<file path="config.mk">
export PLATFORM = sky130hd
export DESIGN_NAME = mmio_id_tracker
export DESIGN_NICKNAME = d
export VERILOG_FILES = /design/src/rtl/mmio_id_tracker.sv
export SDC_FILE = /design/constraint.sdc
export NUM_CORES = 1
export LEC_CHECK = 0
export ABC_AREA = 1
export CORE_AREA = 2 2 171 173
export DETAILED_ROUTE_END_ITERATION = 8
export DIE_AREA = 0 0 173 175
export GPL_TIMING_DRIVEN = 0
export SETUP_SLACK_MARGIN = 0.5
export SLEW_MARGIN = 40
export SYNTH_ARGS = -nofsm -noshare
export SYNTH_HDL_FRONTEND = slang
export SYNTH_SLANG_ARGS = --single-unit
</file>
<file path="constraint.sdc">
create_clock -name clk -period 1.3 [get_ports clk]
set_input_delay 0.195 -clock clk [delete_from_list [all_inputs] [get_ports clk]]
set_output_delay 0.195 -clock clk [all_outputs]
set_load 0.01 [all_outputs]
</file>
<file path="src/rtl/mmio_id_tracker.sv">
// mmio_id_tracker: AXI-lite MMIO shim from the OFS host-channel port (with IDs)
// to the Fletcher AxiTop slave port (no IDs). Accepted AR/AW IDs are queued in
// per-direction in-order FIFOs and replayed on the matching R/B responses.
module mmio_id_tracker #(
    parameter int ID_W   = 9,
    parameter int ADDR_W = 18,
    parameter int DEPTH  = 4
) (
    input  logic              clk,
    input  logic              reset_n,

    // Host-side (upstream) read channels
    input  logic              s_arvalid,
    output logic              s_arready,
    input  logic [ID_W-1:0]   s_arid,
    input  logic [ADDR_W-1:0] s_araddr,
    output logic              s_rvalid,
    input  logic              s_rready,
    output logic [ID_W-1:0]   s_rid,
    output logic [63:0]       s_rdata,
    output logic [1:0]        s_rresp,

    // Host-side (upstream) write channels
    input  logic              s_awvalid,
    output logic              s_awready,
    input  logic [ID_W-1:0]   s_awid,
    input  logic [ADDR_W-1:0] s_awaddr,
    input  logic              s_wvalid,
    output logic              s_wready,
    input  logic [63:0]       s_wdata,
    input  logic [7:0]        s_wstrb,
    output logic              s_bvalid,
    input  logic              s_bready,
    output logic [ID_W-1:0]   s_bid,
    output logic [1:0]        s_bresp,

    // AxiTop-side read channels
    output logic              m_arvalid,
    input  logic              m_arready,
    output logic [31:0]       m_araddr,
    input  logic              m_rvalid,
    output logic              m_rready,
    input  logic [63:0]       m_rdata,
    input  logic [1:0]        m_rresp,

    // AxiTop-side write channels
    output logic              m_awvalid,
    input  logic              m_awready,
    output logic [31:0]       m_awaddr,
    output logic              m_wvalid,
    input  logic              m_wready,
    output logic [63:0]       m_wdata,
    output logic [7:0]        m_wstrb,
    input  logic              m_bvalid,
    output logic              m_bready,
    input  logic [1:0]        m_bresp,

    output logic              err_orphan
);

    // Pointers carry one extra wrap bit so full and empty are distinguishable.
    localparam int AW    = $clog2(DEPTH);
    localparam int PTR_W = AW + 1;
    localparam logic [PTR_W-1:0] PTR_ONE = PTR_W'(1);

    logic [ID_W-1:0]  rmem [DEPTH];
    logic [PTR_W-1:0] r_wr_ptr, r_rd_ptr;
    logic             r_full, r_empty, r_push, r_pop;

    logic [ID_W-1:0]  wmem [DEPTH];
    logic [PTR_W-1:0] w_wr_ptr, w_rd_ptr;
    logic             w_full, w_empty, w_push, w_pop;

    assign r_empty = (r_wr_ptr == r_rd_ptr);
    assign r_full  = (r_wr_ptr[AW] != r_rd_ptr[AW]) &&
                     (r_wr_ptr[AW-1:0] == r_rd_ptr[AW-1:0]);
    assign w_empty = (w_wr_ptr == w_rd_ptr);
    assign w_full  = (w_wr_ptr[AW] != w_rd_ptr[AW]) &&
                     (w_wr_ptr[AW-1:0] == w_rd_ptr[AW-1:0]);

    // Handshakes are qualified by reset_n so every valid/ready drops the
    // instant reset asserts, without waiting for a clock edge. Ready on AR/AW
    // uses the pre-pop full flag so there is no path from rready/bready.
    assign m_arvalid = reset_n & s_arvalid & ~r_full;
    assign s_arready = reset_n & m_arready & ~r_full;
    assign s_rvalid  = reset_n & m_rvalid  & ~r_empty;
    assign m_rready  = reset_n & s_rready  & ~r_empty;

    assign m_awvalid = reset_n & s_awvalid & ~w_full;
    assign s_awready = reset_n & m_awready & ~w_full;
    assign s_bvalid  = reset_n & m_bvalid  & ~w_empty;
    assign m_bready  = reset_n & s_bready  & ~w_empty;

    // Write data is not tied to the ID queue; AxiTop orders W against AW.
    assign m_wvalid  = reset_n & s_wvalid;
    assign s_wready  = reset_n & m_wready;
    assign m_wdata   = s_wdata;
    assign m_wstrb   = s_wstrb;

    assign m_araddr  = {{(32-ADDR_W){1'b0}}, s_araddr};
    assign m_awaddr  = {{(32-ADDR_W){1'b0}}, s_awaddr};
    assign s_rdata   = m_rdata;
    assign s_rresp   = m_rresp;
    assign s_bresp   = m_bresp;

    assign r_push = s_arvalid & s_arready;
    assign r_pop  = s_rvalid  & s_rready;
    assign w_push = s_awvalid & s_awready;
    assign w_pop  = s_bvalid  & s_bready;

    // Head of queue falls through directly; an empty queue reports ID 0.
    assign s_rid = r_empty ? '0 : rmem[r_rd_ptr[AW-1:0]];
    assign s_bid = w_empty ? '0 : wmem[w_rd_ptr[AW-1:0]];

    // Read-ID queue: push on AR acceptance, pop on R completion.
    always_ff @(posedge clk or negedge reset_n) begin
        if (!reset_n) begin
            r_wr_ptr <= '0;
            r_rd_ptr <= '0;
            for (int i = 0; i < DEPTH; i++) begin
                rmem[i] <= '0;
            end
        end else begin
            if (r_push) begin
                rmem[r_wr_ptr[AW-1:0]] <= s_arid;
                r_wr_ptr <= r_wr_ptr + PTR_ONE;
            end
            if (r_pop) begin
                r_rd_ptr <= r_rd_ptr + PTR_ONE;
            end
        end
    end

    // Write-ID queue: push on AW acceptance, pop on B completion.
    always_ff @(posedge clk or negedge reset_n) begin
        if (!reset_n) begin
            w_wr_ptr <= '0;
            w_rd_ptr <= '0;
            for (int i = 0; i < DEPTH; i++) begin
                wmem[i] <= '0;
            end
        end else begin
            if (w_push) begin
                wmem[w_wr_ptr[AW-1:0]] <= s_awid;
                w_wr_ptr <= w_wr_ptr + PTR_ONE;
            end
            if (w_pop) begin
                w_rd_ptr <= w_rd_ptr + PTR_ONE;
            end
        end
    end

    // Sticky flag for a response offered while no ID is waiting for it.
    always_ff @(posedge clk or negedge reset_n) begin
        if (!reset_n) begin
            err_orphan <= 1'b0;
        end else if ((m_rvalid & r_empty) | (m_bvalid & w_empty)) begin
            err_orphan <= 1'b1;
        end
    end

endmodule

</file>
==> results.yml, run 1 <==
clock_tree:
  root_buffer: "clkbuf_16"
  cts_buffers: 9
  cts_hold_buf: 1
  clk_path_buf_depth: 2
  htreeDepth: 3
  clk_pin_slew_ps: 70
  clk_latency_ps: 340
  cts_tree: "yes"
  numClockSinks: 85
floorplanning:
  die_w_um: 173
  die_h_um: 175
  design.core.area_mm2: 0.0284
  row_count: 62
  die_area_mm2: 0.0303
  start_util: 0.209
  ios: 439
setup_path:
  startpoint_type: "flop"
  end_kind: "primary output"
  worstReg2RegStart: "w_wr_ptr[1]"
  required_ps: 1110
  cp_max_fo: 2
  arrival_ps: 1680
  worstReg2RegEnd: "wmem[1]"
  reg2reg_slack_ps: -400
  crit_type: "flop to primary output"
  r2r_cells: 12
finish:
  layout.nets: 1345
  n_antenna_cell: 0
  final-seq-area_mm2: 0.00213
  drive_gt1_frac: 0.436
  fillers: 2949
  final_common_cell: "buf_4"
  most-common-layout-cells: "buf_4 (232), nand2_1 (211), dlygate4sd2_1 (175)"
  syn_to_final_growth_pct: 76.9
  utilization: 0.369
  multi_input_area_mm2: 0.00263
hold_path:
  hp-class: "input port to asynchronous set/reset pin"
grt:
  grt_overflow: 0
  grt_pass1_wl_mm: 33.1
  grt_max_degree: 27
  grt_pass1_vias: 5889
  grt_antenna_before_repair: 0
  grt.total_usage: 0.137
sta:
  finalCritPeriodShare: 1.44
  slew_violations: 0
  hold_violations: 34
  rsz0062_at_grt: "true"
  max_freq_mhz: 533
  setup_ws_ps: -576
  finClkSkew_ps: 6.50
  setup_violations: 111
  holdWs_ps: -217
  fin_crit_ps: 1880
run_status:
  run_status: "complete, but fails checks"
  violations: "hold timing, setup timing"
drt:
  wl_per_cell_um: 14.5
  via_count: 6017
  firstDrtPassIters: 5
  vias_per_cell: 3.96
  drt_drc_violations_left: 0
  wirelength_mm: 22.1
  detail-route-antenna-nets: 0
  initialDrtViolationCount: 405
yosys:
  ys_seq_area_frac: 0.359
  synth_cell_types: 23
  syn_inst: 783
  ys_ff_latch: 85
  syn-mean-instance-area_um2: 7.56
  yosysWarnings: 0
  syn_area_mm2: 0.00592
power:
  peakVddDrop_uv: 1650
  power_mw: 19.2
  p_per_area_mw_per_mm2: 1830
  p_leak_nw: 5.64
placement:
  portBuffers: 232
  dp.final_hpwl_mm: 15.2
  place.gp.congestion: 0.791
flow_run:
  cap_violations: 0
==> worst max-delay path by stage <==
stage          slack, ps  cells after the start           to        start
6_report            -580                      7     m_rready  r_wr_ptr[1]
5_1_grt             -670                      7     m_rready  r_wr_ptr[1]
4_1_cts             -570                      9     s_rid[7]  r_rd_ptr[0]
3_5_place_dp       -1100                      8      wmem[3]      reset_n
3_3_place_gp       -4190                      7  r_wr_ptr[2]      reset_n
2_1_floorplan        -80                      7     s_bid[0]  w_rd_ptr[1]
==> layout make-up <==
cell class / count / share of cell area
repair buffers: 303 / 0.286
multi-input cells: 455 / 0.251
flip-flops and latches: 85 / 0.204
plain buffers: 219 / 0.165
well taps: 384 / 0.0459
clock buffers: 12 / 0.0245
inverters: 56 / 0.0210
clock inverters: 4 / 0.00310
==> cell usage after synthesis, drive strengths merged <==
master | instances | area share
nand4 | 16 | 0.017
xnor2 | 2 | 0.0030
nor2 | 55 | 0.051
o21ai | 30 | 0.025
inv | 54 | 0.034
buf | 213 | 0.27
dfrtp | 85 | 0.36
clkinv | 2 | 0.0013
o22ai | 9 | 0.0095
clkbuf | 6 | 0.0038
ha | 10 | 0.021
xor2 | 3 | 0.0044
nand3 | 11 | 0.015
nand2 | 277 | 0.18
o32ai | 9 | 0.013
conb | 1 | 0.00063
==> layer usage <==
layer | wire [µm] | GRT usage | up-vias
met3 | 1620 | 0.0348 | 25
met5 | 0 | 0 | -
met1 | 8330 | 0.165 | 2829
li1 | - | - | 2885
met2 | 11800 | 0.246 | 278
met4 | 274 | 0.0300 | 0
==> through the flow <==
| stage | cells | setup TNS [ps] | hold WS, ps | setup slack (ps) | cell area (µm²) |
|---|---|---|---|---|---|
| 6_report | 1518 | -41030 | -217 | -576 | 10500 |
| 3_5_place_dp | 1427 | -107640 | 120 | -1100 | 8910 |
| 2_1_floorplan | 810 | -1210 | -101 | -79.3 | 6080 |
| 3_3_place_gp | 1426 | -671240 | 457 | -4190 | 8880 |
| 4_1_cts | 1502 | -30890 | -221 | -574 | 10000 |
| 5_1_grt | 1518 | -50140 | -223 | -667 | 10500 |
==> report_power, final <==
| part | internal [mW] | switching (mW) |
|---|---|---|
| logic | 6.00 | 5.91 |
| clock network | 1.41 | 1.12 |
| registers | 3.90 | 0.873 |
==> critical path, stage by stage, from the launching register on <==
cell and delay (ps):
dfrtp_2 440, xnor2_2 200, nand4_1 170, buf_4 190, buf_6 110, nand3_2 50
inv_2 60, buf_6 120
==> state kept, by name, indices dropped and copies added (netlist names) <==
signal,count
r_rd_ptr,3
w_wr_ptr,3
err_orphan,1
wmem,36
r_wr_ptr,3
rmem,36
w_rd_ptr,3
==> cells by family (layout without fill, tap and decap cells) <==
family | count (synthesis) | count (layout) | share of synthesized area
xor gates and xnor gates | 5 | 5 | 0.00739
buffers and inverters | 275 | 594 | 0.305
DFF | 85 | 85 | 0.359
other | 1 | 28 | 0.000633
adders and majority gates | 10 | 10 | 0.0211
AOI/OAI and AO/OA | 48 | 48 | 0.0482
and+or+nand+nor | 359 | 364 | 0.259
==> timing repair <==
action / 4_1_cts / 5_1_grt
resized for setup: 450 / 112
pin swaps: 59 / 38
setup buffers: 46 / 16
endpoints found under the setup margin: 290 / 114
cloned: 12 / 0
hold endpoints to repair: 46 / 34
Note: power is estimated with default switching activity, not from simulation.
==> inputs of run 2 (changes only) <==
--- a/config.mk
+++ b/config.mk
@@ -6,9 +6,9 @@
 export NUM_CORES = 1
 export LEC_CHECK = 0
 export ABC_AREA = 1
-export CORE_AREA = 2 2 171 173
+export CORE_AREA = 3 3 172 174
 export DETAILED_ROUTE_END_ITERATION = 8
-export DIE_AREA = 0 0 173 175
+export DIE_AREA = 0 0 175 177
 export GPL_TIMING_DRIVEN = 0
 export SETUP_SLACK_MARGIN = 0.5
 export SLEW_MARGIN = 40
==> run 2 against run 1 <==
Effect of this change: the run ends with setup timing left; worst hold slack improved by 230 ps; sequential share of layout area decreased by 0.65 points; via count grew 3.1%; sequential power rose by 2%; flip-flop and latch count unchanged; core utilization grew 1.8 points; fmax down 2.8%.
==> results.yml, run 2 (same netlist as run 1, synthesis figures left out) <==
grt:
  grt.total_usage: 0.136
  grt_max_degree: 26
  use_met1: 0.153
  grt_overflow: 0
  grt_antenna_before_repair: 0
  met2_usage: 0.252
  busiest_layer: "met2"
  grt_pass1_vias: 6057
  globalRouteMet3Util: 0.0395
  grt_pass1_wl_mm: 33.3
finish:
  n_antenna_cell: 0
  final_common_cell: "buf_4"
  syn_to_final_growth_pct: 82.6
  most-common-layout-cells: "buf_4 (275), nand2_1 (195), dlygate4sd2_1 (132)"
  utilization: 0.387
  layout.nets: 1363
  largestRegisters: "rmem (36), wmem (36)"
  fillers: 2871
  stdcell_area_mm2: 0.0108
  drive_gt1_frac: 0.499
drt:
  via_count: 6202
  vias_per_cell: 4.05
  wirelength_mm: 23.5
  initialDrtViolationCount: 309
  drt_drc_violations_left: 0
  detail-route-antenna-nets: 0
  wl_per_cell_um: 15.3
  firstDrtPassIters: 5
floorplanning:
  ios: 439
  die_area_mm2: 0.0310
  start_util: 0.212
  design.core.area_mm2: 0.0279
  die_h_um: 177
  row_count: 61
  die_w_um: 175
sta:
  rsz0062_at_grt: "true"
  finalCritPeriodShare: 1.49
  fin_crit_ps: 1930
  finClkSkew_ps: 5.91
  hold_violations: 0
  setup_violations: 111
  max_freq_mhz: 518
  slew_violations: 0
  setup_ws_ps: -631
placement:
  portBuffers: 232
  dp.final_hpwl_mm: 15.4
  place_area_mm2: 0.00891
  place.gp.congestion: 0.763
power:
  p_leak_nw: 5.78
  peakVddDrop_uv: 1450
  p_per_area_mw_per_mm2: 1850
run_status:
  violations: "setup timing"
  run_status: "complete, but fails checks"
setup_path:
  required_ps: 1110
  startpoint_type: "flop"
  arrival_ps: 1740
  crit_type: "flop to primary output"
  crit_start: "w_rd_ptr[0]"
  end_kind: "primary output"
  worstReg2RegStart: "w_rd_ptr[0]"
  cp_max_fo: 5
clock_tree:
  clk_pin_slew_ps: 60
  numClockSinks: 85
  cts_buffers: 9
  root_buffer: "clkbuf_16"
  clk_latency_ps: 340
  htreeDepth: 3
  clk_path_buf_depth: 2
  cts_tree: "yes"
flow_run:
  cap_violations: 0
hold_path:
  hp-class: "input port to asynchronous set/reset pin"
run 2: cell count changes in the layout (fill, tap and decap cells not counted), moves of 4 or more:
cell,before,now
buf_16,2,9
nand2_1,211,195
buf_2,2,6
nor2_1,37,30
o21ai_0,6,17
o21ai_1,20,6
buf_4,232,275
dlygate4sd2_1,175,132
nand2_2,52,68
buf_6,61,67
nor2_4,10,14
run 2: metal layers:
metal	vias up	share of wire
met5	-	0
met4	0	0.015
met3	36	0.087
met2	310	0.54
met1	2931	0.36
li1	2925	-
run 2: stage by stage:
step                setup slack, ps  TNS (ps)  total power [mW]  hold slack (ps)  std cells
floorplan                     -79.3     -1210              9.48             -101        810
global placement              -4240   -679350              12.7              456       1420
detailed placement            -1130   -108300              12.8              122       1421
CTS                            -571    -38480              18.6             15.0       1521
global route                   -677    -57610              21.4             30.2       1530
finish                         -631    -50070              20.0             8.63       1530
run 2: area by class of cell:
type                       count  area [µm²]  area share
tap                          378         473      0.0437
clock inverter                 4        31.3     0.00289
buffer                       219        1720       0.159
timing repair buffer         322        3230       0.299
inverter                      56         218      0.0201
clock buffer                  12         267      0.0246
sequential                    85        2130       0.197
multi-input combinational    454        2740       0.254
run 2: worst paths after layout:
path                       slack (ps)           to  cells after the start
max in group asynchronous         820     wmem[20]                      3
hold reg to reg                   480     wmem[25]                      2
setup reg to reg                 -550     wmem[13]                     12
setup / recovery                 -630     s_bid[3]                      8
hold / removal                      9  r_rd_ptr[1]                      4
min in group clk                  460  r_wr_ptr[1]                      4
run 2: critical path: stages, from the launching register on:
cell and delay [ps]:
dfrtp_2 430, buf_6 140, xnor2_4 150, nand4_1 150, buf_6 180, buf_6 130
nand2_2 60, inv_1 30, buf_2 120
run 2: power by group:
group	internal [mW]	switching [mW]	leakage, nW
registers	3.90	0.970	1.07
logic	6.44	6.16	4.58
clock network	1.46	1.12	0.137
run 2: timing repair:
item / CTS / global route
hold buffers: 2 / 0
cloned: 17 / 1
resized for setup: 471 / 121
setup endpoints to repair: 290 / 151
pin swaps: 48 / 46
hold endpoints to repair: 36 / 0
setup buffers: 65 / 8
==> inputs of run 3 (changes only) <==
--- a/config.mk
+++ b/config.mk
@@ -6,6 +6,7 @@
 export NUM_CORES = 1
 export LEC_CHECK = 0
 export ABC_AREA = 1
+export CAP_MARGIN = 40
 export CORE_AREA = 3 3 172 174
 export DETAILED_ROUTE_END_ITERATION = 8
 export DIE_AREA = 0 0 175 177
==> results of run 3 <==
Final layout, timing and power as in run 2 (identical DEF).
